===== src/rtl/pc_sequencer_if.sv =====
// Bus between the next-PC / decode logic (master) and the PC register stage (slave).
interface pc_sequencer_if;
    logic [31:0] NextPC;
    logic        PCWrite;
    logic        Halt;
    logic        Resume;
    logic [31:0] PC;
    logic [31:0] PCPlus4;
    logic        FetchValid;
    logic        Halted;
    logic        AlignFault;

    modport master (
        output NextPC, PCWrite, Halt, Resume,
        input  PC, PCPlus4, FetchValid, Halted, AlignFault
    );

    modport slave (
        input  NextPC, PCWrite, Halt, Resume,
        output PC, PCPlus4, FetchValid, Halted, AlignFault
    );
endinterface


===== src/rtl/pc_sequencer.sv =====
// Program-counter register stage with a BOOT/RUN/HALT sequencer.
// Optional macro PC_ALIGN_CHECK_EN turns misaligned jumps into a sticky fault plus halt.
module pc_sequencer #(
    parameter logic [31:0] RESET_VECTOR = 32'h0000_0000,
    parameter logic [31:0] PC_STEP      = 32'd4
) (
    input  logic            CLK,
    input  logic            Reset,
    pc_sequencer_if.slave   bus
);
    typedef enum logic [1:0] {
        BOOT    = 2'b00,
        RUN     = 2'b01,
        HALT    = 2'b10,
        ILLEGAL = 2'b11
    } state_t;

    state_t      state_q;
    logic [31:0] pc_q;

`ifdef PC_ALIGN_CHECK_EN
    logic        fault_q;
    logic        misaligned;
    assign misaligned = (bus.NextPC[1:0] != 2'b00);
`else
    logic        unused_low_bits;
    assign unused_low_bits = ^bus.NextPC[1:0];
`endif

    always_ff @(posedge CLK or negedge Reset) begin
        if (!Reset) begin
            state_q <= BOOT;
            pc_q    <= RESET_VECTOR;
`ifdef PC_ALIGN_CHECK_EN
            fault_q <= 1'b0;
`endif
        end else begin
            case (state_q)
                BOOT: state_q <= RUN;
                RUN: begin
                    // Halt freezes PC on the halt instruction itself.
                    if (bus.Halt) begin
                        state_q <= HALT;
                    end else if (bus.PCWrite) begin
`ifdef PC_ALIGN_CHECK_EN
                        if (misaligned) begin
                            fault_q <= 1'b1;
                            state_q <= HALT;
                        end else begin
                            pc_q <= bus.NextPC;
                        end
`else
                        pc_q <= {bus.NextPC[31:2], 2'b00};
`endif
                    end
                end
                HALT: begin
                    // Resuming skips past the instruction that halted.
                    if (bus.Resume) begin
                        state_q <= RUN;
                        pc_q    <= pc_q + PC_STEP;
                    end
                end
                default: state_q <= BOOT;
            endcase
        end
    end

    assign bus.PC         = pc_q;
    assign bus.PCPlus4    = pc_q + PC_STEP;
    assign bus.FetchValid = (state_q == RUN);
    assign bus.Halted     = (state_q == HALT);
`ifdef PC_ALIGN_CHECK_EN
    assign bus.AlignFault = fault_q;
`else
    assign bus.AlignFault = 1'b0;
`endif
endmodule

===== src/flat_wrapper.sv =====
// flat-port wrapper written by rule: the top's interface ports become plain ports
module pc_sequencer_flat 
#(
    parameter logic [31:0] RESET_VECTOR = 32'h0000_0000,
    parameter logic [31:0] PC_STEP      = 32'd4
)
  (CLK, Reset, bus_NextPC, bus_PCWrite, bus_Halt, bus_Resume, bus_PC, bus_PCPlus4, bus_FetchValid, bus_Halted, bus_AlignFault);
  pc_sequencer_if bus_i ();
  input  logic CLK;
  input  logic Reset;
  input wire logic [$bits(bus_i.NextPC)-1:0] bus_NextPC;
  input wire logic [$bits(bus_i.PCWrite)-1:0] bus_PCWrite;
  input wire logic [$bits(bus_i.Halt)-1:0] bus_Halt;
  input wire logic [$bits(bus_i.Resume)-1:0] bus_Resume;
  output wire logic [$bits(bus_i.PC)-1:0] bus_PC;
  output wire logic [$bits(bus_i.PCPlus4)-1:0] bus_PCPlus4;
  output wire logic [$bits(bus_i.FetchValid)-1:0] bus_FetchValid;
  output wire logic [$bits(bus_i.Halted)-1:0] bus_Halted;
  output wire logic [$bits(bus_i.AlignFault)-1:0] bus_AlignFault;
  assign bus_i.NextPC = bus_NextPC;
  assign bus_i.PCWrite = bus_PCWrite;
  assign bus_i.Halt = bus_Halt;
  assign bus_i.Resume = bus_Resume;
  assign bus_PC = bus_i.PC;
  assign bus_PCPlus4 = bus_i.PCPlus4;
  assign bus_FetchValid = bus_i.FetchValid;
  assign bus_Halted = bus_i.Halted;
  assign bus_AlignFault = bus_i.AlignFault;
  pc_sequencer #(.RESET_VECTOR(RESET_VECTOR), .PC_STEP(PC_STEP)) u_core (.CLK(CLK), .Reset(Reset), .bus(bus_i));
endmodule

===== config.mk =====
export PLATFORM = sky130hd
export DESIGN_NAME = pc_sequencer_flat
export DESIGN_NICKNAME = d
export VERILOG_FILES = /design/src/rtl/pc_sequencer_if.sv /design/src/rtl/pc_sequencer.sv /design/src/flat_wrapper.sv
export SDC_FILE = /design/constraint.sdc
export NUM_CORES = 1
export LEC_CHECK = 0
export ABC_AREA = 1
export CAP_MARGIN = 20
export CELL_PAD_IN_SITES_DETAIL_PLACEMENT = 0
export CELL_PAD_IN_SITES_GLOBAL_PLACEMENT = 1
export CORE_ASPECT_RATIO = 2
export CORE_MARGIN = 4
export CORE_UTILIZATION = 29
export CTS_CLUSTER_DIAMETER = 40
export CTS_CLUSTER_SIZE = 10
export DETAILED_ROUTE_END_ITERATION = 7
export PLACE_DENSITY_LB_ADDON = 0.3
export SYNTH_ARGS = -nofsm -noshare
export SYNTH_HDL_FRONTEND = slang
export SYNTH_SLANG_ARGS = --single-unit

===== constraint.sdc =====
create_clock -name CLK -period 1.8 [get_ports CLK]
set_input_delay 0.27 -clock CLK [delete_from_list [all_inputs] [get_ports CLK]]
set_output_delay 0.27 -clock CLK [all_outputs]
set_load 0.05 [all_outputs]

==> metrics.txt, run 1 <==
HPWL after DPL=between 7000 and 8000 µm; flop2flop setup slack=around 120 ps; required time of the worst setup path=approximately 1500 ps; vias post-DR=between 3,000 and 4,000; Peak Freq=slightly below 0.5 GHz; Root Buffer=clkbuf_16; Layout Nets=584; die area=between 10,000 and 15,000 µm²; multi-input logic area=approximately 2000 µm²; Reg area=808.3 µm²; Critical Path Sink Type=output pin; fin crit share=1.140; worst clock skew=3.826 ps; most common cell after layout, fill and taps aside=nand2_1; final setup vio count=27; CTS max path bufs=2; Port Buf Inserts=96; Starting Density=0.2952; average wire per standard cell=approximately 15 µm; DIE WIDTH=74.11 µm; area delta synth->final=91.31%; Setup WS post-layout=-251.2 ps; max_cap viols=0; final hold violation count=0; Synth top area share=0.3159; vias per inst=between 4 and 5; CP max stage delay=around 430 ps; Final GP Congestion=a little over 0.8; Yosys reg bits=32; register area share after synthesis=0.3159; WS Path Type=reg -> out; TritonCTS buffer count=5; Slew @ Worst Pin=just over 500 ps; worst slack at placement=approximately 17 ps; Buffers & Inverters on Critical Path=1; reg-to-reg critical path startpoint=u_core.bus.PC[2]; Gate Count Post-Synth=411; unrepaired setup endpoints after global routing=yes; Core Area=8588 µm²; H-tree levels=2; Rel. slew slack=0.6598; area of the mapped netlist=~2500 µm²; Synth area leader=dfrtp_1; failing checks=setup timing; io pins=about 100; Worst path slowest cell=dfrtp_2; Tmin final=2051 ps; CTS Hold Buffers Added=0; post-synthesis cell type count=28; Final Max Tran Viols=0; status=complete, but fails checks; initial drt markers=around 160; Fill cells=slightly above 800; most frequent cells in the layout=102 x nand2_1, 66 x buf_4, 62 x nor2_1; Top delay family on crit path=simple AND/OR/NAND/NOR gates; Worst path most repeated cell=nand2_4; Clock transition at path regs=~50 ps; final hold slack=417.8 ps; share of layout cells above drive strength 1=0.4113; CTS tree=built; leading post-synthesis cells by cell area=dfrtp_1 32%, nand2_1 21%, nor2_1 11%, inv_1 5.9%, nand3_1 4.7%; # rows=48; r2r endpoint=u_core.bus.PC[22]; synth warn=0; Residual DRC=0; initial antenna violation count=0; Post-Syn Area per Cell=slightly above 6 µm²; CTS Sinks=32; vias in the first global route=about 3,100; grt ovf=0; Clk Latency, worst-skew pair=290 ps; largest net degree at the start of global routing=44; worst hold path class=in -> async; worst-path fanout max=7; Pre-Repair DR Iteration Count=5; Tot GR Track Use=0.1871; critical path cell sequence=ha_4 > nand2_4 > nor2_4 > nand2_4 > nor2_4 > nand2_1 > nand2_2 > nand2_4 > buf_12; Final ANT Viol Nets=0; Startpoint Class=flip-flop; WP data arrival=1780 ps; FF-to-FF path depth=11; Die Span Y=approximately 140 µm; first-pass GRT wire length=approximately 15,000 µm; ant diodes=0; Detailed Route WL=between 9000 and 10,000 µm
==> Yosys cell counts <==
cell	number
buf_2	3
nor2_4	5
buf_6	2
a21oi_1	14
buf_4	6
o21ai_0	18
nor2_2	4
and2_1	2
inv_2	1
nand3b_1	2
a21oi_2	2
inv_4	1
inv_1	40
nor2_8	1
ha_1	1
nand2_1	144
nand2_4	2
clkbuf_1	4
dfrtp_1	32
conb_1	1
o22ai_1	7
nand2_2	11
a31oi_1	2
nand3_1	24
xor2_1	7
buf_1	1
nand4_1	1
nor2_1	73
==> flip-flops by register name (all words and copies together), names as in the netlist <==
signal / cells
u_core.bus.PC: 30
u_core.state_q: 2
==> kinds of logic (layout without fill, tap and decap cells) <==
group	after synthesis	in the layout	share of synthesized area
compound gates	43	43	0.09230
xor+xnor	7	7	0.02419
fa+ha+maj	1	1	0.004935
buf+inv	58	190	0.1032
flops	32	32	0.3159
other cells	1	5	0.001479
simple gates	269	269	0.4580
==> repair_timing <==
action / in CTS / in global routing
resized for setup: 21 / 40
endpoints found under the setup margin: 26 / 28
setup buffers: 8 / 12
pin swaps: 17 / 22
cloned: 0 / 0
==> layout make-up <==
type,instances,share of cell area
Tap cell,100,0.02580
Sequential cell,32,0.1667
Multi-Input combinational cell,325,0.4151
Clock buffer,8,0.03225
Timing Repair Buffer,140,0.3264
Inverter,42,0.03380
==> through the flow <==
step	util	cells	instance area [µm²]	setup TNS (ps)
2_1_floorplan	-	415	2849	-4562
3_3_place_gp	0.4971	620	4269	0
3_5_place_dp	0.4971	620	4269	0
4_1_cts	0.5332	636	4579	-5431
5_1_grt	0.5647	647	4850	-6564
6_report	0.5647	647	4850	-4269
==> worst max-delay path by stage <==
stage	from	slack, ps	to	depth (start not counted)
5_1_grt	u_core.bus.PC[2]	-350	bus_PCPlus4[22]	9
4_1_cts	u_core.bus.PC[2]	-250	bus_PCPlus4[31]	8
2_1_floorplan	u_core.bus.PC[2]	-200	bus_PCPlus4[21]	7
3_5_place_dp	u_core.bus.PC[2]	20	bus_PCPlus4[20]	9
6_report	u_core.bus.PC[2]	-250	bus_PCPlus4[22]	9
3_3_place_gp	u_core.bus.PC[2]	40	bus_PCPlus4[20]	9
==> routing by layer <==
layer / routed length (µm) / vias up / part of all wire / track usage
met3: 485 / 6 / 0.051 / 0.03305
met4: 119 / 0 / 0.012 / 0.05158
met1: 3323 / 1442 / 0.35 / 0.1974
met2: 5596 / 80 / 0.59 / 0.3596
met5: 0 / - / 0 / 0
li1: - / 1532 / - / -
Power of run 1 is left out: the tool's default activity adds up to more than one toggle a clock period on the data nets, which glitch-free logic cannot reach.
==> inputs of run 2 (changes only) <==
- PLACE_DENSITY: unset -> 0.86
- PLACE_DENSITY_LB_ADDON: 0.3 -> unset
==> metrics.txt, run 2 (same netlist as run 1, synthesis figures left out) <==
vias per inst=roughly 4.7; status=complete, but fails checks; failing checks=setup timing; Port Buf Inserts=96; worst slack at placement=-2.776 ps; Worst path slowest cell=dfrtp_2; Critical Path Sink Type=output pin; H-tree levels=2; # rows=48; Residual DRC=0; Startpoint Class=flip-flop; initial drt markers=129; required time of the worst setup path=around 1500 ps; average wire per standard cell=around 14 µm; grt ovf=0; CTS tree=built; CTS Sinks=32; TritonCTS buffer count=5; max_cap viols=0; largest net degree at the start of global routing=33; Final ANT Viol Nets=0; WS Path Type=reg -> out; ant diodes=0; worst-path fanout max=7; fin crit share=1.158; CP max stage delay=around 420 ps; initial antenna violation count=0; CTS max path bufs=2; Tot GR Track Use=0.1908; DIE WIDTH=about 74 µm; Detailed Route WL=9408 µm; share of layout cells above drive strength 1=0.4065; Final Max Tran Viols=0; die area=around 10,000 µm²; worst clock skew=around 3.5 ps; Die Span Y=about 140 µm; io pins=about 100; Root Buffer=clkbuf_16; Core Area=around 8600 µm²; vias post-DR=between 3,000 and 4,000; Pre-Repair DR Iteration Count=4; Worst path most repeated cell=nand2_4; HPWL after DPL=7158 µm; Peak Freq=approximately 0.48 GHz; most frequent cells in the layout=104 x nand2_1, 74 x buf_4, 63 x nor2_1; final hold violation count=0; critical path cell sequence=ha_4 > nand2_4 > nor2_4 > nand2_4 > nor2_4 > nand2_1 > nand2_2 > nand2_4 > buf_12; max FFs per register=30; final setup vio count=27; area delta synth->final=90.13%; most common cell after layout, fill and taps aside=nand2_1; Clk Latency, worst-skew pair=280 ps; WP data arrival=approximately 1800 ps; final hold slack=~400 ps; Clock transition at path regs=roughly 50 ps; unrepaired setup endpoints after global routing=yes; worst hold path class=in -> async; vias in the first global route=approximately 3,200; first-pass GRT wire length=between 15,000 and 20,000 µm; Setup WS post-layout=-284.2 ps; Final GP Congestion=~0.85; Starting Density=0.2952; Setup TNS=-5294 ps; Layout Nets=about 590; Tmin final=about 2100 ps
run 2: final cells by class:
type	instances	area (µm²)
clock inverter	1	5.005
multi-input combinational	325	2008
inverter	42	163.9
clock buffer	6	128.9
tap	100	125.1
timing repair buffer	145	1584
sequential	32	804.5
fill	799	3769
run 2: repair_timing:
item / CTS / global route
hold buffers: 0 / 0
endpoints found under the setup margin: 25 / 28
pin swaps: 16 / 16
resized for setup: 34 / 24
buffers inserted: 12 / 8
run 2: path summary, 6_finish.rpt:
kind | from | endpoint | slack (ps) | cells past startpoint
setup / recovery | u_core.bus.PC[2] | bus_PCPlus4[26] | -280 | 9
hold / removal | Reset | u_core.bus.PC[14] | 410 | 2
setup reg to reg | u_core.bus.PC[2] | u_core.bus.PC[22] | 100 | 11
hold reg to reg | u_core.state_q[0] | u_core.state_q[0] | 570 | 3
max in group asynchronous | Reset | u_core.bus.PC[2] | 1050 | 2
min in group CLK | bus_NextPC[4] | u_core.bus.PC[4] | 560 | 3
run 2: worst max-delay path: cells and delay by family (launching register included):
family | cells | cell delay [ps]
adder cells (fa/ha/maj) | 1 | 170
buffers and inverters | 1 | 140
flip-flops | 1 | 420
AND/OR/NAND/NOR | 7 | 790
run 2: routing by layer:
metal  global-route usage  routed length (µm)  vias up
li1                     -                   -     1542
met1               0.1992                3329     1438
met2               0.3605                5482       73
met3              0.03376                 418       11
met4              0.06972                 177        0
met5                    0                   0        -
run 2: through the flow:
| stage | area (µm²) | util | std cells |
|---|---|---|---|
| floorplan | 2849 | - | 415 |
| global placement | 4292 | 0.4997 | 625 |
| detailed placement | 4292 | 0.4997 | 625 |
| CTS | 4668 | 0.5436 | 644 |
| global route | 4820 | 0.5612 | 651 |
| finish | 4820 | 0.5612 | 651 |
Power of run 2 is left out for the same reason.
==> inputs of run 3 (changes only) <==
- CTS_CLUSTER_DIAMETER: 40 -> 100
- GPL_ROUTABILITY_DRIVEN: unset -> 0
==> results of run 3 <==
The final DEF is identical to that of run 2; final timing and power are the same.
Power of run 3 is left out for the same reason.
